`src/rtl/encoder4_2_behavioral.sv`:
```
// Registered 4-to-2 encoder with valid and error flags.
// Define ENC_PRIORITY_EN to resolve multi-hot requests by highest index instead of flagging an error.
module encoder4_2_behavioral #(
  parameter int ERR_STICKY = 0
) (
  input  logic clk,
  input  logic rst,
  input  logic en,
  input  logic Y3,
  input  logic Y2,
  input  logic Y1,
  input  logic Y0,
  output logic A1,
  output logic A0,
  output logic V,
  output logic E
);

  logic [3:0] req;
  logic       multi_hot;
  logic [1:0] next_a;
  logic       next_v;
  logic       next_err;

  assign req = {Y3, Y2, Y1, Y0};

  // Clearing the lowest set bit leaves something only if two or more bits were set.
  assign multi_hot = |(req & (req - 4'd1));

  always_comb begin
    next_a   = '0;
    next_v   = 1'b0;
    next_err = 1'b0;
    if (en) begin
`ifdef ENC_PRIORITY_EN
      casez (req)
        4'b1???: begin next_a = 2'b11; next_v = 1'b1; end
        4'b01??: begin next_a = 2'b10; next_v = 1'b1; end
        4'b001?: begin next_a = 2'b01; next_v = 1'b1; end
        4'b0001: begin next_a = 2'b00; next_v = 1'b1; end
        default: begin next_a = 2'b00; next_v = 1'b0; end
      endcase
`else
      if (multi_hot) begin
        next_err = 1'b1;
      end else begin
        unique case (req)
          4'b1000: begin next_a = 2'b11; next_v = 1'b1; end
          4'b0100: begin next_a = 2'b10; next_v = 1'b1; end
          4'b0010: begin next_a = 2'b01; next_v = 1'b1; end
          4'b0001: begin next_a = 2'b00; next_v = 1'b1; end
          default: begin next_a = 2'b00; next_v = 1'b0; end
        endcase
      end
`endif
    end
  end

  always_ff @(posedge clk) begin
    if (rst) begin
      A1 <= 1'b0;
      A0 <= 1'b0;
      V  <= 1'b0;
      E  <= 1'b0;
    end else begin
      A1 <= next_a[1];
      A0 <= next_a[0];
      V  <= next_v;
      E  <= next_err | ((ERR_STICKY != 0) & E);
    end
  end

endmodule

```
`config.mk`:
```
export PLATFORM = sky130hd
export DESIGN_NAME = encoder4_2_behavioral
export DESIGN_NICKNAME = d
export VERILOG_FILES = /design/src/rtl/encoder4_2_behavioral.sv
export SDC_FILE = /design/constraint.sdc
export NUM_CORES = 1
export LEC_CHECK = 0
export CORE_AREA = 2 2 39 41
export DETAILED_ROUTE_END_ITERATION = 6
export DIE_AREA = 0 0 41 43
export GPL_ROUTABILITY_DRIVEN = 1
export SETUP_SLACK_MARGIN = 0.02
export SYNTH_ARGS = -nofsm -noshare
export SYNTH_HDL_FRONTEND = slang
export SYNTH_SLANG_ARGS = --single-unit
```
`constraint.sdc`:
```
create_clock -name clk -period 1.7 [get_ports clk]
set_clock_uncertainty 0.05 [all_clocks]
set_input_delay 0.34 -clock clk [delete_from_list [all_inputs] [get_ports clk]]
set_output_delay 0.34 -clock clk [all_outputs]
set_load 0.02 [all_outputs]
```
==> results.md, run 1 <==
- Area of the core region: 0.00138 mm^2
- Maximum clock insertion buffer count: 2
- Routability cong.: ~0.76
- Total via count in the routed design: 164
- Cell types with the largest area share after synthesis: sky130_fd_sc_hd__dfxtp_1 46%, sky130_fd_sc_hd__a221oi_2 8.7%, sky130_fd_sc_hd__nand2b_1 7.2%, sky130_fd_sc_hd__maj3_1 5.8%, sky130_fd_sc_hd__xnor2_1 5.1%
- TritonCTS clock tree: built
- Residual antenna-violating net count after detailed routing: 0
- Pin count of the biggest net entering global routing: 6
- Row count: 14
- Library cell with the largest summed area after synthesis: sky130_fd_sc_hd__dfxtp_1
- H-Tree Depth: 1
- Floorplan die area: roughly 0.0018 mm^2
- Leakage power summed over all cells: 0.118 nW
- Number of diodes: 0
- Height of the die: 43 um
- Largest voltage drop on the vdd net: between 0.00015 and 0.0002 V
- CP Data Required Time: ~1.3 ns
- Total track usage: 0.0592
- Overall power consumption: between 0.0002 and 0.0003 W
- Count of boundary I/O pins: 11
- Total cell area at the placement stage: between 300 and 400 um^2
- Clock slew at the register clock pins of the worst setup and hold paths: ~0.04 ns
- Leftover overflow at the end of global routing: 0
- Kind of critical path: flop to output port
- Unrepaired setup endpoints after global routing: no
- Area fraction of the dominant cell type after synthesis: 0.464
- Remaining max-slew budget at the tightest pin: 0.848
- Final wirelength: ~370 um
- Arrival time of the worst setup path: about 1.1 ns
- Input/output buffers: 10
- Sequential-to-total area share from yosys stat: 0.464
- Final net count: 41
- Routed wire length per instance: 7.63 um
- Number of setup buffers added after CTS: 0
- Detailed Route Iter0 Violations: 3
- CP Buf/Inv Count: 1
- Kind of end point of the critical path: output port
- First-pass DRT Iterations: 2
- Slew at the pin with the worst max-slew slack: roughly 0.23 ns
- Mapped Cells: 17
- Post-layout minimum cycle time: between 1.5 and 2 ns
- DRC violation count after routing: 0
- Non-Filler Cell Area, Final: ~330 um^2
- HPWL after detailed placement: between 200 and 300 um
- Number of global-route vias before repair: approximately 180
- Syn Area/Cell: approximately 10 um^2
- Total negative slack for setup checks: 0 ns
- Yosys cell types: 12
- Total power density per cell area: 793 mW/mm^2
- CTS hold repair buffers: 0
- Worst setup SP type: flop
- Max cap viols: 0
- Layout cells sized above 1: 0.188
- Vias per Instance: around 3.4
- Cts repair resizes: 0
- Warnings, synthesis: 0
- Cell-by-cell listing of the critical path: clkdlybuf4s50_1
- Endpoints failing setup: 0
- Synthesized cell area: roughly 170 um^2
- Total count of max-transition violations in the final report: 0
- Horizontal die dimension: ~41 um
- Initial antenna violation count: 0
- Synthesized flop and latch total: 4
- Initial core utilization: 0.125
- Post-synthesis to final-layout area growth: 91.3%
- Result of the run: completed
- Largest fanout on the critical path: 1
- Global-route wire length before repair: 614 um
- Highest cell delay on the worst timing path: just under 0.6 ns
- # clock sinks: 4
- Clock buffers created by TritonCTS: 3
- Cell family with most CP delay: buffers and inverters
- Root buffer cell: sky130_fd_sc_hd__clkbuf_4
- Hold Fails Final Rpt: 0
- Fmax: 0.664 GHz
- Classification of the worst-slack hold path: input port to flop
- Net count of the mapped netlist: 24
- CP max-delay cell: sky130_fd_sc_hd__clkdlybuf4s50_1
- Crit share post-route: 0.886
final cells by class:
type                            count  area (um^2)
Clock buffer                        3         22.5
Fill cell                         154         1050
Multi-Input combinational cell     13         92.6
Sequential cell                     4         80.1
Tap cell                           16         20.0
Timing Repair Buffer               12          115
placed cells by master, fill, tap and decap left out:
master | synthesis | final
sky130_fd_sc_hd__maj3_1 | 1 | 1
sky130_fd_sc_hd__nor2_1 | 2 | 2
sky130_fd_sc_hd__a221oi_2 | 1 | 1
sky130_fd_sc_hd__dfxtp_1 | 4 | 4
sky130_fd_sc_hd__nor3_1 | 1 | 1
sky130_fd_sc_hd__nor3b_1 | 1 | 1
sky130_fd_sc_hd__clkbuf_4 | 0 | 3
sky130_fd_sc_hd__nand2b_1 | 2 | 2
sky130_fd_sc_hd__xor2_1 | 1 | 1
sky130_fd_sc_hd__clkdlybuf4s50_1 | 0 | 10
sky130_fd_sc_hd__buf_4 | 0 | 2
sky130_fd_sc_hd__a21oi_1 | 1 | 1
sky130_fd_sc_hd__xnor2_1 | 1 | 1
sky130_fd_sc_hd__nor4_1 | 1 | 1
sky130_fd_sc_hd__or3_1 | 1 | 1
layer usage:
metal,GRT usage,routed length [um],vias up,share of wire
met5,0,0,-,0
met4,0.120,0,0,0
met3,0,21,0,0.057
met2,0.0688,173,8,0.47
met1,0.0609,171,65,0.47
li1,-,-,91,-
cell usage after synthesis:
cell type                  instances
sky130_fd_sc_hd__dfxtp_1           4
sky130_fd_sc_hd__a21oi_1           1
sky130_fd_sc_hd__nor4_1            1
sky130_fd_sc_hd__xor2_1            1
sky130_fd_sc_hd__nand2b_1          2
sky130_fd_sc_hd__maj3_1            1
sky130_fd_sc_hd__a221oi_2          1
sky130_fd_sc_hd__nor3_1            1
sky130_fd_sc_hd__nor3b_1           1
sky130_fd_sc_hd__xnor2_1           1
sky130_fd_sc_hd__or3_1             1
sky130_fd_sc_hd__nor2_1            2
path summary, 6_finish.rpt:
check | slack, ns | startpoint | cells after the start | end
worst max-delay path | 0.19 | E | 1 | E
worst min-delay path | 0.70 | en | 3 | V
power by group:
part	switching (W)	total (W)	internal, W
Combinational	0.0000202	0.0000490	0.0000288
Sequential	0.000000681	0.0000984	0.0000977
Clock	0.0000359	0.000115	0.0000788
flip-flops by register name (all words and copies together), names as in the netlist:
register,count
V,1
A0,1
A1,1
E,1
per-stage QoR:
step           hold WS [ns]  worst slack [ns]  utilization  cells
3_5_place_dp          0.942            0.0927        0.222     45
6_report              0.704             0.193        0.239     48
4_1_cts               0.692             0.175        0.239     48
3_3_place_gp          0.947            0.0824        0.222     45
2_1_floorplan         0.366             0.594            -     17
5_1_grt               0.743             0.143        0.239     48
cells by family after synthesis:
group | count (synthesis) | synth area share
AND/OR/NAND/NOR | 8 | 0.261
flip-flops | 4 | 0.464
AO/OA/AOI/OAI | 2 | 0.116
XOR/XNOR | 2 | 0.101
adder cells (fa/ha/maj) | 1 | 0.0580
No activity file was read; power rests on OpenSTA's default activity.
==> inputs of run 2 (changes only) <==
ABC_CLOCK_PERIOD_IN_PS = 1700   (was default)
SKIP_CTS_REPAIR_TIMING = 1   (was default)
==> results of run 2 <==
Final layout, timing and power as in run 1 (identical DEF).
==> inputs of run 3 (changes only) <==
SKIP_LAST_GASP = 1   (was default)
SLEW_MARGIN = 5   (was default)
==> results of run 3 <==
Final layout, timing and power as in run 1 (identical DEF).
